$ cat src/rtl/irq_pend8_pkg.sv
// ----------------------------------------------------------------------------
// irq_pkg
// Shared definitions for the irq_pend8 interrupt pending/arbitration stage:
// vector widths, the grant FSM state type and a one-hot decode helper.
// ----------------------------------------------------------------------------
package irq_pkg;

    localparam int N_IRQ    = 8;
    localparam int IRQ_ID_W = 3;

    typedef enum logic {
        IDLE    = 1'b0,
        PRESENT = 1'b1
    } irq_state_e;

    // One-hot vector with only bit 'id' set; used to clear the accepted line.
    function automatic logic [N_IRQ-1:0] id_onehot(input logic [IRQ_ID_W-1:0] id);
        logic [N_IRQ-1:0] v;
        v     = '0;
        v[id] = 1'b1;
        return v;
    endfunction

endpackage

$ cat src/rtl/irq_pend8_if.sv
// ----------------------------------------------------------------------------
// irq_pend8_if
// Bundles the request/mask inputs, the id valid/ready handshake and the raw
// pending vector of irq_pend8.
//   req       : asynchronous request lines, bit 7 highest priority
//   mask      : per-line enable, 1 = enabled
//   irq_ready : downstream accepts the presented id
//   irq_valid : an id is being presented
//   irq_id    : index of the granted request
//   pending   : raw pending register, before masking
// Modports: slave = the pending stage, master = the side driving requests and
// consuming grants.
// ----------------------------------------------------------------------------
interface irq_pend8_if;
    import irq_pkg::*;

    logic [N_IRQ-1:0]    req;
    logic [N_IRQ-1:0]    mask;
    logic                irq_ready;
    logic                irq_valid;
    logic [IRQ_ID_W-1:0] irq_id;
    logic [N_IRQ-1:0]    pending;

    modport master (
        output req,
        output mask,
        output irq_ready,
        input  irq_valid,
        input  irq_id,
        input  pending
    );

    modport slave (
        input  req,
        input  mask,
        input  irq_ready,
        output irq_valid,
        output irq_id,
        output pending
    );

endinterface

$ cat src/rtl/irq_pend8_pe8_3.sv
// ----------------------------------------------------------------------------
// pe8_3
// Eight-input priority encoder.
//   I[7:0] : request vector, bit 7 highest priority
//   Y[3]   : any bit of I set
//   Y[2:0] : index of the highest set bit (0 when none set)
// ----------------------------------------------------------------------------
module pe8_3 (
    input  logic [7:0] I,
    output logic [3:0] Y
);

    always_comb begin
        Y = 4'b0000;
        // Ascending scan so the highest set index is the last one written.
        for (int i = 0; i < 8; i++) begin
            if (I[i]) begin
                Y = {1'b1, 3'(i)};
            end
        end
    end

endmodule

$ cat src/rtl/irq_pend8.sv
// ----------------------------------------------------------------------------
// irq_pend8
// Eight-input interrupt pending/arbitration stage. Requests are synchronised,
// rising edges (or levels when LEVEL=1) are captured into a pending register,
// the masked pending vector is priority-encoded and the winner is presented
// as a held id with a valid/ready handshake. The accepted bit is cleared on
// the handshake edge.
//   LEVEL : 0 = rising-edge sensitive, sticky pending; 1 = level sensitive
//   clk   : single clock, rising edge
//   rst_n : asynchronous active-low reset
//   bus   : irq_pend8_if.slave (req, mask, irq_ready, irq_valid, irq_id,
//           pending)
// ----------------------------------------------------------------------------
module irq_pend8
    import irq_pkg::*;
#(
    parameter bit LEVEL = 1'b0
) (
    input  logic         clk,
    input  logic         rst_n,
    irq_pend8_if.slave   bus
);

    // State table
    //   state   | meaning
    //   IDLE    | no id presented; re-evaluates the encoder every cycle
    //   PRESENT | irq_id/irq_valid held until irq_ready

    logic [N_IRQ-1:0]    s1_q, s2_q, s3_q;
    logic [N_IRQ-1:0]    pending_q, pending_d;
    logic [N_IRQ-1:0]    rise;
    logic [N_IRQ-1:0]    clr;
    logic [N_IRQ-1:0]    masked;
    logic [3:0]          enc_y;
    logic                hs;
    irq_state_e          state_q, state_d;
    logic [IRQ_ID_W-1:0] irq_id_q, irq_id_d;

    // Two-flop synchroniser plus one delay flop for edge detection.
    always_ff @(posedge clk or negedge rst_n) begin
        if (!rst_n) begin
            s1_q <= '0;
            s2_q <= '0;
            s3_q <= '0;
        end else begin
            s1_q <= bus.req;
            s2_q <= s1_q;
            s3_q <= s2_q;
        end
    end

    assign rise = s2_q & ~s3_q;
    assign hs   = (state_q == PRESENT) && bus.irq_ready;
    assign clr  = hs ? id_onehot(irq_id_q) : '0;

    // OR-ing rise after the clear lets a new edge win over a same-cycle clear.
    always_comb begin
        pending_d = (pending_q & ~clr) | rise;
        if (LEVEL) begin
            pending_d = s2_q;
        end
    end

    always_ff @(posedge clk or negedge rst_n) begin
        if (!rst_n) begin
            pending_q <= '0;
        end else begin
            pending_q <= pending_d;
        end
    end

    // Mask is applied combinationally; it only reaches the outputs through
    // the FSM registers.
    assign masked = pending_q & bus.mask;

    pe8_3 u_pe8_3 (
        .I (masked),
        .Y (enc_y)
    );

    // FSM: state register
    always_ff @(posedge clk or negedge rst_n) begin
        if (!rst_n) begin
            state_q  <= IDLE;
            irq_id_q <= '0;
        end else begin
            state_q  <= state_d;
            irq_id_q <= irq_id_d;
        end
    end

    // FSM: next state
    always_comb begin
        state_d  = state_q;
        irq_id_d = irq_id_q;
        case (state_q)
            IDLE: begin
                if (enc_y[3]) begin
                    state_d  = PRESENT;
                    irq_id_d = enc_y[2:0];
                end
            end
            PRESENT: begin
                if (bus.irq_ready) begin
                    state_d = IDLE;
                end
            end
            default: begin
                state_d = IDLE;
            end
        endcase
    end

    // FSM: outputs (valid decoded from the state flop, so the async reset
    // drops it without a clock edge)
    always_comb begin
        bus.irq_valid = (state_q == PRESENT);
        bus.irq_id    = irq_id_q;
        bus.pending   = pending_q;
    end

endmodule

$ cat src/flat_wrapper.sv
// flat-port wrapper written by rule: the top's interface ports become plain ports
module irq_pend8_flat import irq_pkg::*;
#(
    parameter bit LEVEL = 1'b0
)
  (clk, rst_n, bus_req, bus_mask, bus_irq_ready, bus_irq_valid, bus_irq_id, bus_pending);
  irq_pend8_if bus_i ();
  input  logic clk;
  input  logic rst_n;
  input wire logic [$bits(bus_i.req)-1:0] bus_req;
  input wire logic [$bits(bus_i.mask)-1:0] bus_mask;
  input wire logic [$bits(bus_i.irq_ready)-1:0] bus_irq_ready;
  output wire logic [$bits(bus_i.irq_valid)-1:0] bus_irq_valid;
  output wire logic [$bits(bus_i.irq_id)-1:0] bus_irq_id;
  output wire logic [$bits(bus_i.pending)-1:0] bus_pending;
  assign bus_i.req = bus_req;
  assign bus_i.mask = bus_mask;
  assign bus_i.irq_ready = bus_irq_ready;
  assign bus_irq_valid = bus_i.irq_valid;
  assign bus_irq_id = bus_i.irq_id;
  assign bus_pending = bus_i.pending;
  irq_pend8 #(.LEVEL(LEVEL)) u_core (.clk(clk), .rst_n(rst_n), .bus(bus_i));
endmodule
$ cat config.mk
export PLATFORM = sky130hd
export DESIGN_NAME = irq_pend8_flat
export DESIGN_NICKNAME = d
export VERILOG_FILES = /design/src/rtl/irq_pend8_pkg.sv /design/src/rtl/irq_pend8_if.sv /design/src/rtl/irq_pend8_pe8_3.sv /design/src/rtl/irq_pend8.sv /design/src/flat_wrapper.sv
export SDC_FILE = /design/constraint.sdc
export NUM_CORES = 1
export LEC_CHECK = 0
export ABC_AREA = 0
export CAP_MARGIN = 15
export CORE_MARGIN = 1.5
export CORE_UTILIZATION = 42
export CTS_CLUSTER_DIAMETER = 40
export CTS_CLUSTER_SIZE = 40
export DETAILED_ROUTE_END_ITERATION = 10
export HOLD_SLACK_MARGIN = 0.05
export PLACE_DENSITY = 0.7
export SKIP_LAST_GASP = 1
export SLEW_MARGIN = 25
export SYNTH_ARGS = -nofsm -noshare
export SYNTH_HDL_FRONTEND = slang
export SYNTH_HIERARCHICAL = 1
export SYNTH_SLANG_ARGS = --single-unit
$ cat constraint.sdc
create_clock -name clk -period 2.5 [get_ports clk]
set_input_delay 0.5 -clock clk [delete_from_list [all_inputs] [get_ports clk]]
set_output_delay 0.5 -clock clk [all_outputs]
set_load 0.05 [all_outputs]
# == Yosys cells after proc, flatten, opt, wreduce, memory -nomap -nowiden ==
# Cells that the tools add are included.
# word_totals
register_bits,36
input_bits,19
output_inout_bits,12
elab_cells,32
# op_classes
n_lt_le_gt_ge,2
muxes,14
bitwise_logic,7
n_reduce_logical,3
# ops
cell,count
4-bit two-way mux,8
8-bit bitwise AND,3
8-bit inverter,2
8-bit two-way mux,1
8-bit OR,1
"3-bit by 4-bit < comparator with 1-bit output, second input constant",1
1-bit demux with 3-bit select,1
"3-bit by 1-bit greater-or-equal comparator with 1-bit output, second input constant",1
1-bit two-way mux,3
1-bit logical AND,2
1-bit one-hot mux with 2 select lines,1
2-bit AND reduction,1
1-bit inverter,1

# == Depth between registers and ports, before layout ==
# Gate-level depths: netlist of run 1.
# depth
word_depth,11
depth_mapped,5
depth_no_buf,5

# == Hierarchy ==
# The synthesis of run 1 kept the hierarchy.
# by_module_without_submodules
mod,instances,cells_each,area_each_um2,seq_area_each_um2
irq_pend8,1,79,1148.6,900.9
pe8_3,1,12,57.6,0.0

# == Worst setup path before layout of run 1 ==
# OpenSTA, ideal clock, no wires.
# synth_timing
path_type,flip-flop to flip-flop
start,"reg u_core.pending_q[6], in the netlist u_core/bus.pending[6]"
end,"reg u_core.irq_id_q[0], in the netlist u_core/bus.irq_id[0]"
setup_time_ns,0.125
arrival_time_ns,1.512
t_required_ns,2.375
setup_slack_ns,0.863
path_stages_with_launch,6
path_buffers,0
synth_period_minus_slack_ns,1.637
path_cell_list,dfrtp_1 -> and2_1 -> nor2_1 -> nand4_1 -> nor2b_2 -> mux2_2
# synth_between
elab_chain_cells,4
# synth_rtl
item,line_no,rtl
start: declaration,irq_pend8.sv:30,"logic [N_IRQ-1:0] pending_q, pending_d;"
start signal: assignment,irq_pend8.sv:68,pending_q <= pending_d;
8-bit bitwise AND,irq_pend8.sv:74,assign masked = pending_q & bus.mask;
net u_core.masked[6],irq_pend8.sv:33,logic [N_IRQ-1:0] masked;
4-bit two-way mux (2 in a row),irq_pend8_pe8_3.sv:17,if (I[i]) begin
net u_core.enc_y[3],irq_pend8.sv:34,logic [3:0] enc_y;
2-bit AND reduction (no line),--,
end signal: assignment,irq_pend8.sv:88,irq_id_q <= irq_id_d;
end: declaration,irq_pend8.sv:37,"logic [IRQ_ID_W-1:0] irq_id_q, irq_id_d;"
# The timed path passes the listed nets, and every way through them passes these cells.
# A chain may end at the register's enable or synchronous reset.

# == Final worst setup path of run 1 ==
# layout_timing
start,"reg u_core.irq_id_q[1], in the netlist u_core/bus.irq_id[1]"
end,out bus_irq_id[1]
# layout_lines
item,line_no,rtl
end: declaration,flat_wrapper.sv:14,output wire logic [$bits(bus_i.irq_id)-1:0] bus_irq_id;
# No word-level cell between the ends.

==> results of run 1 <==
==> stage by stage <==
| stage | power (W) | cell area, µm² | hold WS [ns] | setup slack (ns) |
|---|---|---|---|---|
| after floorplan | 0.00113 | 1210 | 0.204 | 0.863 |
| after global placement | 0.00134 | 1550 | 0.331 | 0.569 |
| after detailed placement | 0.00136 | 1550 | 0.336 | 0.512 |
| after CTS | 0.00176 | 1630 | 0.360 | 0.301 |
| after global routing | 0.00183 | 1630 | 0.365 | 0.243 |
| final | 0.00174 | 1630 | 0.359 | 0.331 |
==> state kept, by name, indices dropped and copies added (netlist names) <==
register              cells
u_core/bus.pending        8
u_core/s1_q               8
u_core/s2_q               8
u_core/bus.irq_valid      1
u_core/s3_q               8
u_core/bus.irq_id         3
==> final cells by class <==
cell class	count	share of cell area, %
clock inverter	3	2.61
multi-input combinational	44	16.2
timing repair buffer	31	18.9
inverter	11	2.53
sequential	36	55.2
clock buffer	5	2.30
tap	31	2.38
==> Yosys cell counts <==
cell       n
clkinv_1   1
nand2b_1   2
o31ai_1    4
a21oi_1    2
mux2_2     3
a21o_1     1
nand3b_1   1
nor2_1     4
nand4_1    1
nand3_1    1
nand2_1    2
o21ai_0   12
o21ai_1    2
inv_1     10
nor2b_2    1
dfrtp_1   36
and2_1     8
==> per-layer routing <==
metal  global-route usage (%)  part of all wire [%]
met3                     7.83                   8.7
met1                     16.7                    43
met5                        0                     0
met4                     5.10                  0.39
met2                     23.1                    48
==> worst paths after layout <==
path	slack (ns)	to	start	depth (start not counted)
min in group asynchronous	0.57	u_core/bus.pending[3]	rst_n	2
min	0.36	u_core/s2_q[1]	u_core/s1_q[1]	0
max	0.33	bus_irq_id[1]	u_core/bus.irq_id[1]	1
min reg2reg	0.36	u_core/s2_q[1]	u_core/s1_q[1]	0
max in group asynchronous	1.62	u_core/s2_q[0]	rst_n	2
max reg2reg	1.08	u_core/bus.irq_id[1]	u_core/bus.pending[3]	5
==> power groups by stage <==
stage          sequential (W)  combinational (W)  clock [W]
2_1_floorplan        0.000975           0.000153          0
3_3_place_gp         0.000753           0.000588          0
3_5_place_dp         0.000759           0.000599          0
4_1_cts              0.000748           0.000601   0.000409
5_1_grt              0.000760           0.000633   0.000436
6_report             0.000746           0.000598   0.000398
==> logic make-up (layout without fill, tap and decap cells) <==
family                 count (synthesis)  after routing  share of synthesized area, %
DFF                                   36             36                          74.7
AOI/OAI and AO/OA                     21             21                          9.75
and+or+nand+nor                       20             20                          9.34
buffers and inverters                 11             50                          3.42
muxes                                  3              3                          2.80
==> flow_summary.json, run 1 <==
{
  "run_status": "finished, final reports clean",
  "diodes": 0,
  "final_cell_count_no_fill": 161,
  "yosysTopAreaCellShare_pct": 74.7,
  "irDropWorstVdd_mv": 0.977,
  "critical-path-top-delay-family": "buffers and inverters",
  "achievable-frequency_mhz": 461,
  "dr_iter_0_viols": 22,
  "yosysWarnings": 6,
  "clk_lat_worst_skew_ns": 0.33,
  "switching_power_w": 0.000642,
  "clk_network_pwr_share_pct": 22.8,
  "period_share_pct": 86.8,
  "place_inst": 153,
  "setup_total_negative_slack_ns": 0,
  "place_hpwl_um": 1420,
  "worst_setup_path_end_kind": "output pin",
  "cts_tree": "done",
  "post-cts-setup-buffers": 0,
  "worst_clock_skew_ns": 0.00648,
  "router_iterations_before_antenna_repair": 4,
  "nFillCells": 236,
  "drv_cap": 0,
  "startpoint_type": "flop",
  "tritoncts_buffer_count": 5,
  "synth_top_cell_by_area": "dfrtp_1",
  "seqPwrFrac_pct": 42.9,
  "p_int_w": 0.00110,
  "grt_pass1_vias": 781,
  "die_w_um": 56.6,
  "postSynthAreaPerCell_um2": 13.3,
  "synth_nets": 110,
  "routed_wl_um": 2060,
  "vias": 802,
  "area_growth_syn_to_layout_pct": 35.4,
  "synthesized_cell_area_um2": 1210,
  "h_tree_level_count": 2,
  "grtUsageTotal_pct": 14.5,
  "initial_utilization_pct": 44.1,
  "fin_crit_ns": 2.17,
  "synthesis.instances": 91,
  "layout_common_cells": "dfrtp_1, clkdlybuf4s50_1, o21ai_0",
  "worst-path-max-fanout": 7,
  "slew_at_the_pin_with_the_worst_max_slew_slack_ns": 0.506,
  "drcViolationCount": 0,
  "multiInputGateArea_um2": 264,
  "timing.final.hold_violations": 0,
  "worst_ep_required_time_ns": 2.00,
  "rsz0062_at_grt": "false",
  "critPathMaxStageDelay_ns": 0.85,
  "cp_data_arrival_time_ns": 1.67,
  "pin_count": 31,
  "antenna_found_initial": 0,
  "die_height_um": 56.6,
  "cts.reportedPaths.clkPinSlew_ns": 0.11,
  "layout_commonest_cell": "dfrtp_1",
  "min_path_type": "reg -> reg",
  "max_slew_margin_pct": 66.2,
  "finish.net_count": 148,
  "cts.root.buffer_cell": "clkbuf_4",
  "core-area_um2": 2730,
  "layout.area.seq_um2": 901,
  "timing_worst_setup_path_type": "reg -> out",
  "clkSinkCount": 36,
  "yosysUniqueCellTypes": 17,
  "timing.final.max_slew_violations": 0,
  "util_after_layout_pct": 59.7,
  "series_of_cell_instances_along_the_critical_path": "clkdlybuf4s50_1",
  "clock_path_buffers": 2,
  "drt-vias-per-instance": 4.98,
  "cts_resized": 0,
  "cp.buffers_inverters": 1,
  "finalWeightedCongestion": 0.852,
  "switching_share_pct": 36.9,
  "numPortBuffers": 30,
  "grt_start_max_net_pins": 37,
  "drt-wirelength-per-cell_um": 12.8,
  "ys_seq_area_share_pct": 74.7,
  "cell_types_with_the_largest_area_share_after_synthesis": "dfrtp_1, o21ai_0, and2_1, inv_1, mux2_2",
  "antenna_violating_nets_post_route": 0,
  "finalSetupViolations": 0,
  "critical-path-slowest-cell": "clkdlybuf4s50_1",
  "floorplan.die_area_um2": 3200,
  "wire_length_of_the_first_global_routing_pass_um": 3440,
  "power.leakage_nw": 0.702,
  "final_layout_size_suffix_gt1_share_pct": 10.0,
  "ctsHoldBuffers": 0,
  "ys_ff_latch": 36,
  "combinationalPowerShare_pct": 34.3,
  "grt_overflow": 0,
  "core.rowCount": 19,
  "power_density_nw_per_um2": 1070
}
(Power assumes the default switching activity.)
==> inputs of run 2 (changes only) <==
--- a/config.mk
+++ b/config.mk
@@ -6,7 +6,7 @@
 export NUM_CORES = 1
 export LEC_CHECK = 0
 export ABC_AREA = 0
-export CAP_MARGIN = 15
+export CAP_MARGIN = 20
 export CORE_MARGIN = 1.5
 export CORE_UTILIZATION = 42
 export CTS_CLUSTER_DIAMETER = 40
==> results of run 2 <==
No change in the layout: final DEF, timing and power equal those of run 1.
==> inputs of run 3 (changes only) <==
--- a/config.mk
+++ b/config.mk
@@ -8,12 +8,12 @@
 export ABC_AREA = 0
 export CAP_MARGIN = 20
 export CORE_MARGIN = 1.5
-export CORE_UTILIZATION = 42
+export CORE_UTILIZATION = 50
 export CTS_CLUSTER_DIAMETER = 40
 export CTS_CLUSTER_SIZE = 40
 export DETAILED_ROUTE_END_ITERATION = 10
 export HOLD_SLACK_MARGIN = 0.05
-export PLACE_DENSITY = 0.7
+export PLACE_DENSITY = 0.82
 export SKIP_LAST_GASP = 1
 export SLEW_MARGIN = 25
 export SYNTH_ARGS = -nofsm -noshare
==> flow_summary.json, run 3 (same netlist as run 1, synthesis figures left out) <==
{
  "p_int_w": 0.00102,
  "timing.final.max_slew_violations": 0,
  "cp.buffers_inverters": 1,
  "worst_ep_required_time_ns": 2.00,
  "place_inst": 150,
  "series_of_cell_instances_along_the_critical_path": "clkdlybuf4s50_1",
  "power.leakage_nw": 0.699,
  "timing.final.hold_violations": 0,
  "switching_power_w": 0.000629,
  "pin_count": 31,
  "reg2reg_to": "u_core/bus.irq_id[1]",
  "place_hpwl_um": 1420,
  "achievable-frequency_mhz": 463,
  "min_path_type": "reg -> reg",
  "grtUsageTotal_pct": 16.7,
  "finalSetupViolations": 0,
  "layout_commonest_cell": "dfrtp_1",
  "run_status": "finished, final reports clean",
  "diodes": 0,
  "clk_network_pwr_share_pct": 18.8,
  "cts_tree": "done",
  "layout_common_cells": "dfrtp_1, clkdlybuf4s50_1, o21ai_0",
  "h_tree_level_count": 2,
  "irDropWorstVdd_mv": 0.831,
  "initial_utilization_pct": 53.5,
  "cts_resized": 0,
  "switching_share_pct": 38.0,
  "final_layout_size_suffix_gt1_share_pct": 10.0,
  "ctsHoldBuffers": 0,
  "r2r_cells": 5,
  "worst_setup_path_end_kind": "output pin",
  "drcViolationCount": 0,
  "timing_worst_setup_path_type": "reg -> out",
  "numPortBuffers": 30,
  "slew_at_the_pin_with_the_worst_max_slew_slack_ns": 0.508,
  "drt-vias-per-instance": 4.97,
  "clock_path_buffers": 2,
  "setup_total_negative_slack_ns": 0,
  "die_w_um": 52.1,
  "drt-wirelength-per-cell_um": 12.6,
  "holdCritStartpoint": "u_core/s1_q[0]",
  "period_share_pct": 86.3,
  "timing.hold.worst_path_depth": 0,
  "hold-path-endpoint": "u_core/s2_q[0]",
  "die_height_um": 52.1,
  "area_growth_syn_to_layout_pct": 33.5,
  "grt_pass1_vias": 750,
  "clkSinkCount": 36,
  "finish.net_count": 148,
  "timing.rr.start": "u_core/bus.pending[6]",
  "final_cell_count_no_fill": 158,
  "critPathMaxStageDelay_ns": 0.85,
  "floorplan.die_area_um2": 2720,
  "startpoint_type": "flop",
  "antenna_violating_nets_post_route": 0,
  "core.rowCount": 17,
  "grt_start_max_net_pins": 37,
  "power_density_nw_per_um2": 1030,
  "timing.reg2reg.setup_slack_ns": 1.03,
  "fin_crit_ns": 2.16,
  "vias": 785,
  "cp_data_arrival_time_ns": 1.66,
  "max_slew_margin_pct": 66.1,
  "seqPwrFrac_pct": 45.1,
  "worst_clock_skew_ns": 0.00957,
  "cts.reportedPaths.clkPinSlew_ns": 0.10,
  "router_iterations_before_antenna_repair": 4,
  "drv_cap": 0,
  "worst-path-max-fanout": 7,
  "rsz0062_at_grt": "false",
  "routed_wl_um": 1990,
  "wire_length_of_the_first_global_routing_pass_um": 3130,
  "core-area_um2": 2250,
  "grt_overflow": 0,
  "cts.root.buffer_cell": "clkbuf_4",
  "post-cts-setup-buffers": 0,
  "antenna_found_initial": 0,
  "critical-path-slowest-cell": "clkdlybuf4s50_1",
  "combinationalPowerShare_pct": 36.0,
  "clk_lat_worst_skew_ns": 0.33,
  "dr_iter_0_viols": 9,
  "tritoncts_buffer_count": 5,
  "critical-path-top-delay-family": "buffers and inverters",
  "finalWeightedCongestion": 0.721
}
-- run 3: metal layers --
| metal | wire [µm] | up-vias | track usage (%) |
|---|---|---|---|
| met5 | 0 | - | 0 |
| met2 | 959 | 34 | 27.0 |
| met3 | 176 | 4 | 7.47 |
| met4 | 29 | 0 | 7.89 |
| li1 | - | 374 | - |
| met1 | 829 | 373 | 18.7 |
-- run 3: worst max path at each step --
stage	start	slack, ns	end	cells past startpoint
after global placement	bus_mask[5]	0.57	u_core/bus.irq_id[0]	6
after CTS	u_core/bus.irq_id[1]	0.31	bus_irq_id[1]	1
after global routing	u_core/bus.irq_id[2]	0.29	bus_irq_id[2]	1
final	u_core/bus.irq_id[1]	0.34	bus_irq_id[1]	1
after detailed placement	bus_mask[6]	0.53	u_core/bus.irq_id[1]	6
after floorplan	u_core/bus.pending[6]	0.86	u_core/bus.irq_id[0]	5
-- run 3: layout make-up --
| type | instances | area, µm² |
|---|---|---|
| clock buffers | 6 | 51.3 |
| clock inverters | 2 | 10.0 |
| fillers | 171 | 644 |
| inverters | 11 | 41.3 |
| multi-input cells | 44 | 264 |
| flip-flops and latches | 36 | 901 |
| well taps | 28 | 35.0 |
| repair buffers | 31 | 308 |
-- run 3: metrics by stage --
step	setup slack [ns]	hold WS (ns)	area (µm²)	power, W	util, %
finish	0.341	0.356	1610	0.00165	71.4
global route	0.292	0.368	1610	0.00174	71.4
CTS	0.309	0.357	1610	0.00167	71.4
detailed placement	0.526	0.336	1550	0.00135	68.7
global placement	0.573	0.332	1550	0.00134	68.7
floorplan	0.863	0.204	1210	0.00113	-
-- run 3: power by group through the flow --
stage	logic [W]	registers, W	clock network (W)
detailed placement	0.000595	0.000760	0
global route	0.000634	0.000760	0.000346
global placement	0.000586	0.000751	0
floorplan	0.000153	0.000975	0
CTS	0.000597	0.000748	0.000324
finish	0.000596	0.000746	0.000311
